$ cat src/rtl/fib_pkg.sv
// Shared FIB definitions: datapath widths and the access-scheduler state type,
// used by the scheduler, the FIB storage and the hash unit.
package fib_pkg;
  localparam int PREFIX_W = 64;
  localparam int LEN_W    = 6;
  localparam int HASH_W   = 10;

  typedef enum logic [2:0] {
    S_IDLE      = 3'd0,
    S_INS_HASH  = 3'd1,
    S_INS_WRITE = 3'd2,
    S_LKP_HASH  = 3'd3,
    S_LKP_READ  = 3'd4,
    S_LKP_CHECK = 3'd5,
    S_RESULT    = 3'd6
  } fib_state_e;
endpackage

$ cat src/rtl/fib_rr_arb2.sv
// Two-requester round-robin arbiter. Requester 0 is favoured out of reset;
// after each accepted grant the other requester becomes favoured.
module fib_rr_arb2 (
  input  logic       clk_i,
  input  logic       rst_i,
  input  logic [1:0] req_i,
  input  logic       advance_i,
  output logic [1:0] grant_o
);
  logic prio_q;
  logic prio_d;

  // Grant the favoured requester if it asks, otherwise the other one.
  always_comb begin
    grant_o = 2'b00;
    if (!prio_q) begin
      if (req_i[0])      grant_o = 2'b01;
      else if (req_i[1]) grant_o = 2'b10;
      else               grant_o = 2'b00;
    end else begin
      if (req_i[1])      grant_o = 2'b10;
      else if (req_i[0]) grant_o = 2'b01;
      else               grant_o = 2'b00;
    end
  end

  // Hand priority to the side that was not served.
  always_comb begin
    prio_d = prio_q;
    if (advance_i && grant_o[0])      prio_d = 1'b1;
    else if (advance_i && grant_o[1]) prio_d = 1'b0;
    else                              prio_d = prio_q;
  end

  // Priority flop.
  always_ff @(posedge clk_i or posedge rst_i) begin
    if (rst_i) prio_q <= 1'b0;
    else       prio_q <= prio_d;
  end
endmodule

$ cat src/rtl/fib_access_sched.sv
// FIB access scheduler: serialises insert and longest-prefix-match lookup
// requests onto the shared hash unit and valid-bit table.
module fib_access_sched
  import fib_pkg::*;
(
  input  logic                clk,
  input  logic                rst,
  input  logic                ins_valid,
  output logic                ins_ready,
  input  logic [PREFIX_W-1:0] ins_prefix,
  input  logic [LEN_W-1:0]    ins_len,
  input  logic                lkp_valid,
  output logic                lkp_ready,
  input  logic [PREFIX_W-1:0] lkp_prefix,
  input  logic [LEN_W-1:0]    lkp_len,
  output logic                res_valid,
  input  logic                res_ready,
  output logic [PREFIX_W-1:0] res_prefix,
  output logic [LEN_W-1:0]    res_len,
  output logic                res_hit,
  output logic [PREFIX_W-1:0] hash_prefix,
  output logic [LEN_W-1:0]    hash_len,
  input  logic [HASH_W-1:0]   hash_value,
  output logic                tbl_wr_en,
  output logic [LEN_W-1:0]    tbl_wr_len,
  output logic [HASH_W-1:0]   tbl_wr_idx,
  output logic                tbl_rd_en,
  output logic [LEN_W-1:0]    tbl_rd_len,
  output logic [HASH_W-1:0]   tbl_rd_idx,
  input  logic                tbl_rd_data,
  output logic                busy
);
  fib_state_e          state_q, state_d;
  logic [PREFIX_W-1:0] cap_prefix_q, cap_prefix_d;
  logic [LEN_W-1:0]    cur_len_q, cur_len_d;
  logic [PREFIX_W-1:0] hash_prefix_q, hash_prefix_d;
  logic [LEN_W-1:0]    hash_len_q, hash_len_d;
  logic                wr_en_q, wr_en_d, rd_en_q, rd_en_d;
  logic [LEN_W-1:0]    wr_len_q, wr_len_d, rd_len_q, rd_len_d;
  logic                res_valid_q, res_valid_d, res_hit_q, res_hit_d;
  logic [PREFIX_W-1:0] res_prefix_q, res_prefix_d;
  logic [LEN_W-1:0]    res_len_q, res_len_d;
  logic                busy_q, busy_d;
  logic [1:0]          grant;
  logic                advance;
  logic                idle;

  assign idle = (state_q == S_IDLE);

  fib_rr_arb2 u_arb (
    .clk_i     (clk),
    .rst_i     (rst),
    .req_i     ({lkp_valid, ins_valid}),
    .advance_i (advance),
    .grant_o   (grant)
  );

  assign ins_ready = idle && grant[0];
  assign lkp_ready = idle && grant[1];

  // The hash index only exists one cycle after the hash inputs, so the table
  // index is forwarded straight from the hash unit during the pulse.
  assign tbl_wr_idx = wr_en_q ? hash_value : {HASH_W{1'b0}};
  assign tbl_rd_idx = rd_en_q ? hash_value : {HASH_W{1'b0}};

  // Next-state, capture and registered-output logic.
  always_comb begin
    state_d       = state_q;
    cap_prefix_d  = cap_prefix_q;
    cur_len_d     = cur_len_q;
    hash_prefix_d = hash_prefix_q;
    hash_len_d    = hash_len_q;
    wr_en_d       = 1'b0;
    wr_len_d      = wr_len_q;
    rd_en_d       = 1'b0;
    rd_len_d      = rd_len_q;
    res_valid_d   = res_valid_q;
    res_hit_d     = res_hit_q;
    res_prefix_d  = res_prefix_q;
    res_len_d     = res_len_q;
    advance       = 1'b0;
    case (state_q)
      S_IDLE: begin
        if (grant[0]) begin
          advance       = 1'b1;
          cur_len_d     = ins_len;
          hash_prefix_d = ins_prefix;
          hash_len_d    = ins_len;
          state_d       = S_INS_HASH;
        end else if (grant[1]) begin
          advance       = 1'b1;
          cap_prefix_d  = lkp_prefix;
          cur_len_d     = lkp_len;
          hash_prefix_d = lkp_prefix;
          hash_len_d    = lkp_len;
          state_d       = S_LKP_HASH;
        end else begin
          state_d = S_IDLE;
        end
      end
      S_INS_HASH: begin
        wr_en_d  = 1'b1;
        wr_len_d = cur_len_q;
        state_d  = S_INS_WRITE;
      end
      S_INS_WRITE: state_d = S_IDLE;
      S_LKP_HASH: begin
        rd_en_d  = 1'b1;
        rd_len_d = cur_len_q;
        state_d  = S_LKP_READ;
      end
      S_LKP_READ: state_d = S_LKP_CHECK;
      S_LKP_CHECK: begin
        if (tbl_rd_data || (cur_len_q == {LEN_W{1'b0}})) begin
          res_valid_d  = 1'b1;
          res_hit_d    = tbl_rd_data;
          res_len_d    = tbl_rd_data ? cur_len_q : {LEN_W{1'b0}};
          res_prefix_d = cap_prefix_q;
          state_d      = S_RESULT;
        end else begin
          cur_len_d  = cur_len_q - {{(LEN_W-1){1'b0}}, 1'b1};
          hash_len_d = cur_len_q - {{(LEN_W-1){1'b0}}, 1'b1};
          state_d    = S_LKP_HASH;
        end
      end
      S_RESULT: begin
        if (res_ready) begin
          res_valid_d = 1'b0;
          state_d     = S_IDLE;
        end else begin
          state_d = S_RESULT;
        end
      end
      default: state_d = S_IDLE;
    endcase
    busy_d = (state_d != S_IDLE);
  end

  // State and output registers; reset drops any in-flight work.
  always_ff @(posedge clk or posedge rst) begin
    if (rst) begin
      state_q       <= S_IDLE;
      cap_prefix_q  <= {PREFIX_W{1'b0}};
      cur_len_q     <= {LEN_W{1'b0}};
      hash_prefix_q <= {PREFIX_W{1'b0}};
      hash_len_q    <= {LEN_W{1'b0}};
      wr_en_q       <= 1'b0;
      wr_len_q      <= {LEN_W{1'b0}};
      rd_en_q       <= 1'b0;
      rd_len_q      <= {LEN_W{1'b0}};
      res_valid_q   <= 1'b0;
      res_hit_q     <= 1'b0;
      res_prefix_q  <= {PREFIX_W{1'b0}};
      res_len_q     <= {LEN_W{1'b0}};
      busy_q        <= 1'b0;
    end else begin
      state_q       <= state_d;
      cap_prefix_q  <= cap_prefix_d;
      cur_len_q     <= cur_len_d;
      hash_prefix_q <= hash_prefix_d;
      hash_len_q    <= hash_len_d;
      wr_en_q       <= wr_en_d;
      wr_len_q      <= wr_len_d;
      rd_en_q       <= rd_en_d;
      rd_len_q      <= rd_len_d;
      res_valid_q   <= res_valid_d;
      res_hit_q     <= res_hit_d;
      res_prefix_q  <= res_prefix_d;
      res_len_q     <= res_len_d;
      busy_q        <= busy_d;
    end
  end

  assign hash_prefix = hash_prefix_q;
  assign hash_len    = hash_len_q;
  assign tbl_wr_en   = wr_en_q;
  assign tbl_wr_len  = wr_len_q;
  assign tbl_rd_en   = rd_en_q;
  assign tbl_rd_len  = rd_len_q;
  assign res_valid   = res_valid_q;
  assign res_hit     = res_hit_q;
  assign res_prefix  = res_prefix_q;
  assign res_len     = res_len_q;
  assign busy        = busy_q;
endmodule

$ cat config.mk
export PLATFORM = sky130hd
export DESIGN_NAME = fib_access_sched
export DESIGN_NICKNAME = d
export VERILOG_FILES = /design/src/rtl/fib_pkg.sv /design/src/rtl/fib_rr_arb2.sv /design/src/rtl/fib_access_sched.sv
export SDC_FILE = /design/constraint.sdc
export NUM_CORES = 1
export LEC_CHECK = 0
export CAP_MARGIN = 0
export CORE_ASPECT_RATIO = 1.25
export CORE_MARGIN = 1
export CORE_UTILIZATION = 35
export DETAILED_ROUTE_END_ITERATION = 8
export HOLD_SLACK_MARGIN = 0.12
export PLACE_DENSITY = 0.66
export SLEW_MARGIN = 15
export SYNTH_ARGS = -nofsm -noshare
export SYNTH_HDL_FRONTEND = slang
export SYNTH_SLANG_ARGS = --single-unit
$ cat constraint.sdc
create_clock -name clk -period 11.1 [get_ports clk]
set_clock_uncertainty 0.1 [all_clocks]
set_input_delay 2.775 -clock clk [delete_from_list [all_inputs] [get_ports clk]]
set_output_delay 2.775 -clock clk [all_outputs]
set_load 0.01 [all_outputs]
==> results of run 1 <==
cell families after synthesis:
kind of cell / after synthesis
flip-flops: 225
AND/OR/NAND/NOR: 117
adder cells (fa/ha/maj): 2
buffers and inverters: 53
multiplexers: 209
AO/OA/AOI/OAI: 100
final cells by class:
class                      instances  area (µm²)  share of cell area [%]
antenna                            1       2.502                 0.01788
clock buffer                      32       671.9                   4.802
clock inverter                    14       186.4                   1.332
inverter                           7       33.78                  0.2414
multi-input combinational        428        3656                   26.13
sequential                       225        5630                   40.24
tap                              345       431.7                   3.085
timing repair buffer             339        3381                   24.16
synth_stat cells, drive strengths merged (3+ instances only):
| cell | n |
|---|---|
| dfrtp | 225 |
| mux2 | 140 |
| a21oi | 69 |
| mux2i | 69 |
| nor2 | 69 |
| buf | 39 |
| and2 | 22 |
| a22o | 9 |
| clkbuf | 7 |
| inv | 7 |
| nor3 | 7 |
| a211oi | 5 |
| nand2 | 4 |
| nand3 | 4 |
| o21ai | 4 |
| nand2b | 3 |
| o22ai | 3 |
worst min path at each step:
stage / slack (ns) / cells after the start / from / to
floorplan: 0.36 / 1 / cap_prefix_q[61]$_DFFE_PP0P_ / cap_prefix_q[61]$_DFFE_PP0P_
global placement: 0.36 / 1 / res_hit$_DFFE_PP0P_ / res_hit$_DFFE_PP0P_
detailed placement: 0.37 / 1 / res_hit$_DFFE_PP0P_ / res_hit$_DFFE_PP0P_
CTS: 0.38 / 1 / res_hit$_DFFE_PP0P_ / res_hit$_DFFE_PP0P_
global route: 0.39 / 1 / res_hit$_DFFE_PP0P_ / res_hit$_DFFE_PP0P_
finish: 0.38 / 1 / res_hit$_DFFE_PP0P_ / res_hit$_DFFE_PP0P_
per-layer routing:
layer	wire, µm	part of all wire [%]	up-vias	track usage [%]
met3	1315	5.3	44	3.439
met5	0	0	-	0
met4	736	2.9	0	6.255
met2	12890	52	175	32.12
li1	-	-	3122	-
met1	10010	40	3277	21.06
flip-flops by register name, indices dropped and copies added (netlist names), 3 cells and up:
signal        count
tbl_wr_len        6
state_q           3
tbl_rd_len        6
res_len           6
cap_prefix_q     64
res_prefix       64
hash_prefix      64
hash_len          6
power by group:
part	internal, mW	switching, mW
Clock	0.524	0.343
Sequential	1.23	0.242
Combinational	0.981	0.688
Total	2.73	1.27
metrics by stage:
step                setup slack [ns]  hold WS, ns  total power, mW  util [%]
global placement               3.122       0.3602            3.137     48.80
global route                   3.019       0.3933            4.257     52.00
detailed placement             3.088       0.3657            3.177     48.80
finish                         3.257       0.3755            4.006     52.00
floorplan                      2.062       0.3585            2.342         -
CTS                            3.105       0.3795            4.066     51.99
==> flow_summary.json, run 1 <==
{
  "outcome": "complete, no violations",
  "slew_headroom_pct": 29.33,
  "dp_hpwl_mm": 17.22,
  "ys_dominant_reg_cell": "dfrtp_1",
  "synth_top_area_cell": "dfrtp_1",
  "yosysWarnings": 0,
  "final_cell_mix": "clkdlybuf4s50_1, dfrtp_1, mux2_2",
  "die_w_um": 150.2,
  "worstSetupStartpointType": "primary input",
  "path_cells": "clkdlybuf4s50_1, nand3_4, inv_1, clkdlybuf4s50_1",
  "worst-path-stages": 4,
  "synth_simple_gate_area_share_pct": 6.093,
  "reg2reg_depth": 6,
  "start_util_pct": 35.71,
  "root_buffer": "clkbuf_16",
  "crit_arrival_ns": 4.97,
  "tns_ns": 0,
  "drc_errors": 0,
  "period_share_pct": 70.66,
  "leakage_nw": 6.036,
  "r2r-start": "hash_len[0]$_DFFE_PP0P_",
  "synth_cell_types": 45,
  "synth_xor_xnor_area_share_pct": 0,
  "die_area_um2": 28130,
  "core_area_um2": 26910,
  "gp_congestion": 0.7864,
  "globalRouteOverflowTotal": 0,
  "finish.instance_area_um2": 13990,
  "period_needed_ns": 7.843,
  "synth.cell_area_um2": 9610,
  "max_cap_viol_count": 0,
  "die_height_um": 187.3,
  "synth_edf_count": 0,
  "ys_seq_area_share_pct": 58.59,
  "ant_nets": 0,
  "synthesis.nets": 864,
  "syn2layout_area_growth_pct": 45.61,
  "crit_buf_inv": 3,
  "crit_path_end": "lkp_ready",
  "cp_slowest_stage_delay_ns": 0.76,
  "vias_per_cell": 4.758,
  "syn_area_per_cell_um2": 13.61,
  "startpoint": "lkp_valid",
  "synthAdderAreaFrac_pct": 0.2604,
  "htreeDepth": 1,
  "grt_start_max_net_pins": 104,
  "synthCells": 706,
  "critical_path.top_delay_family": "buffers and inverters",
  "antenna_found_initial": 1,
  "drive_gt1_share_pct": 18.28,
  "synth_top_area_share_pct": 58.59,
  "final_cells": 1391,
  "dpl.cell_count": 1344,
  "cts_tree": "done",
  "grt_use_total_pct": 17.93,
  "cts_hold_buf": 0,
  "synth_top_family_by_area": "multiplexers",
  "rsz0062_at_grt": "false",
  "ys_top_cells_by_area": "dfrtp_1, mux2_2, mux2i_1",
  "grt_pass1_wl_mm": 39.21,
  "io_buffers": 334,
  "routed_wl_mm": 24.95,
  "path_max_fanout": 66,
  "rrSetupSlack_ns": 8.28,
  "detail_route.iter0.violations": 196,
  "grt_pass1_vias": 6949,
  "worst-setup-path-type": "primary input to output pin",
  "cts_setup_buffers": 0,
  "setup_viol": 0,
  "nNetsFinal": 1184,
  "n_fill_cell": 2367,
  "clkSlewWorstSetupHoldPaths_ns": 0.06,
  "p_per_area_nw_per_um2": 286.3,
  "post_drt_wl_per_cell_um": 17.94,
  "cts_buffers": 25,
  "ios": 335,
  "endpoint_kind": "output pin",
  "hp-class": "flip-flop to flip-flop",
  "peakVddDrop_uv": 127.7,
  "crit_slowest_cell": "nand3_4",
  "path_common_cell": "clkdlybuf4s50_1",
  "hold_viol": 0,
  "firstDrtPassIters": 6,
  "synthArstFlopShare_pct": 100.0,
  "muxShareOfSynthArea_pct": 25.23,
  "route.vias.total": 6618,
  "worstPathRequired_ns": 8.23,
  "worst_pin_slew_ns": 1.060,
  "report.final.slew_viol_count": 0,
  "cts.repair.resized": 0,
  "synth_compound_area_share_pct": 6.132,
  "ys_ff_latch": 225,
  "placed_area_um2": 13130,
  "core.rowCount": 67,
  "worst_r2r_endpoint": "res_prefix[43]$_DFFE_PP0P_",
  "cts_sinks": 225,
  "layout_commonest_cell": "clkdlybuf4s50_1",
  "worstSkewPairLatency_ns": 0.52,
  "clockBufferDepth": 3,
  "fmax_mhz": 127.5
}
(Power assumes the default switching activity.)
==> inputs of run 2 (changes only) <==
--- a/config.mk
+++ b/config.mk
@@ -11,7 +11,7 @@
 export CORE_UTILIZATION = 35
 export DETAILED_ROUTE_END_ITERATION = 8
 export HOLD_SLACK_MARGIN = 0.12
-export PLACE_DENSITY = 0.66
+export PLACE_DENSITY = 0.68
 export SLEW_MARGIN = 15
 export SYNTH_ARGS = -nofsm -noshare
 export SYNTH_HDL_FRONTEND = slang
==> constraint.sdc (replaced) <==
create_clock -name clk -period 6.45 [get_ports clk]
set_clock_uncertainty 0.1 [all_clocks]
set_input_delay 1.6125 -clock clk [delete_from_list [all_inputs] [get_ports clk]]
set_output_delay 1.6125 -clock clk [all_outputs]
set_load 0.01 [all_outputs]
==> run 2 against run 1 <==
Combinational power is 72% higher. Power grew 72%. Via count up 1.1%. Global-route usage rose by 0.37 points. First-iteration DRC count rose by 31%. Final area is 0.26% higher. Critical endpoint is now ins_ready. Largest power group unchanged.
==> flow_summary.json, run 2 (synthesized netlist as in run 1, its figures left out) <==
{
  "outcome": "complete, no violations",
  "ios": 335,
  "globalRouteOverflowTotal": 0,
  "dpl.cell_count": 1345,
  "max_cap_viol_count": 0,
  "clkSlewWorstSetupHoldPaths_ns": 0.06,
  "root_buffer": "clkbuf_16",
  "worstPathRequired_ns": 4.74,
  "cts_sinks": 225,
  "grt_pass1_wl_mm": 40.16,
  "tns_ns": 0,
  "crit_arrival_ns": 3.09,
  "ant_nets": 0,
  "clockBufferDepth": 3,
  "period_share_pct": 74.53,
  "die_height_um": 187.3,
  "die_w_um": 150.2,
  "routed_wl_mm": 25.12,
  "vias_per_cell": 4.808,
  "antenna_found_initial": 3,
  "setup_viol": 0,
  "start_util_pct": 35.71,
  "path_max_fanout": 4,
  "detail_route.iter0.violations": 256,
  "final_cell_mix": "clkdlybuf4s50_1, dfrtp_1, mux2_2",
  "cts.repair.resized": 0,
  "rsz0062_at_grt": "false",
  "peakVddDrop_uv": 303.3,
  "dp_hpwl_mm": 17.60,
  "worstSetupStartpointType": "primary input",
  "worst-setup-path-type": "primary input to output pin",
  "min_path_cells": 1,
  "post_drt_wl_per_cell_um": 18.06,
  "placed_area_um2": 13160,
  "final_cells": 1391,
  "worst_pin_slew_ns": 1.067,
  "gp_congestion": 0.8084,
  "worstSkewPairLatency_ns": 0.51,
  "firstDrtPassIters": 5,
  "cts_hold_buf": 0,
  "report.final.slew_viol_count": 0,
  "n_fill_cell": 2329,
  "slew_headroom_pct": 28.88,
  "route.vias.total": 6688,
  "drc_errors": 0,
  "drive_gt1_share_pct": 18.49,
  "period_needed_ns": 4.807,
  "hold_viol": 0,
  "cts_buffers": 24,
  "grt.busiest_layer": "met2",
  "core_area_um2": 26910,
  "die_area_um2": 28130,
  "p_per_area_nw_per_um2": 490.7,
  "syn2layout_area_growth_pct": 45.98,
  "grt_pass1_vias": 6962,
  "grt_use_met3_pct": 3.171,
  "p_total_mw": 6.884,
  "htreeDepth": 1,
  "core.rowCount": 67,
  "grt_use_met2_pct": 32.60,
  "grt_start_max_net_pins": 127,
  "hp-class": "flip-flop to flip-flop",
  "reg2reg_depth": 6,
  "finish.instance_area_um2": 14030,
  "fmax_mhz": 208.0,
  "endpoint_kind": "output pin",
  "grt.met1_usage_pct": 22.19,
  "grt_use_total_pct": 18.30,
  "layout_commonest_cell": "clkdlybuf4s50_1",
  "io_buffers": 334,
  "leakage_nw": 6.054,
  "cts_setup_buffers": 0,
  "cts_tree": "done",
  "nNetsFinal": 1184
}
==> run 2: changes by cell type in the layout (fill, tap and decap cells not counted), sizes merged <==
cell,delta
clkbuf,+3
inv,-3
buf,+1
bufinv,-1
diode,+1
clkinv,-1
==> run 2: where the power goes <==
group | total, mW | internal [mW] | leakage (nW) | switching, mW
logic | 2.87 | 1.69 | 2.97 | 1.18
clock network | 1.48 | 0.916 | 0.434 | 0.561
registers | 2.54 | 2.11 | 2.65 | 0.422
total | 6.88 | 4.72 | 6.05 | 2.17
==> run 2: final timing paths <==
check | to | start | slack (ns)
max | ins_ready | lkp_valid | 1.64
min | res_hit$_DFFE_PP0P_ | res_hit$_DFFE_PP0P_ | 0.37
max reg2reg | res_prefix[44]$_DFFE_PP0P_ | hash_len[0]$_DFFE_PP0P_ | 3.64
min reg2reg | res_hit$_DFFE_PP0P_ | res_hit$_DFFE_PP0P_ | 0.37
max in group asynchronous | hash_prefix[40]$_DFFE_PP0P_ | rst | 3.85
min in group asynchronous | hash_prefix[6]$_DFFE_PP0P_ | rst | 1.37
==> run 2: stage by stage <==
step,worst slack (ns),utilization [%],hold slack [ns]
detailed placement,1.622,48.91,0.3657
global placement,1.646,48.91,0.3596
global route,1.597,52.14,0.3879
finish,1.643,52.14,0.3739
floorplan,1.799,-,0.3585
CTS,1.624,52.12,0.3798
==> run 2: metal layers <==
metal	vias to the layer above	wire length (µm)
met5	-	13
met4	2	604
met3	38	1295
met2	185	13110
met1	3327	10100
li1	3136	-
==> run 2: layout make-up <==
| type | instances | area, µm² | share of cell area (%) |
|---|---|---|---|
| clock buffers | 35 | 743.2 | 5.297 |
| clock inverters | 9 | 120.1 | 0.8561 |
| diodes | 2 | 5.005 | 0.03567 |
| inverters | 7 | 30.03 | 0.2140 |
| well taps | 345 | 431.7 | 3.077 |
| multi-input cells | 428 | 3656 | 26.06 |
| flip-flops and latches | 225 | 5630 | 40.13 |
| repair buffers | 340 | 3413 | 24.33 |
==> run 2: worst max-delay path, cell delays in order <==
cell and delay (ns):
clkdlybuf4s50_1 0.55, a21boi_4 0.21, and2_1 0.13, clkdlybuf4s50_1 0.58
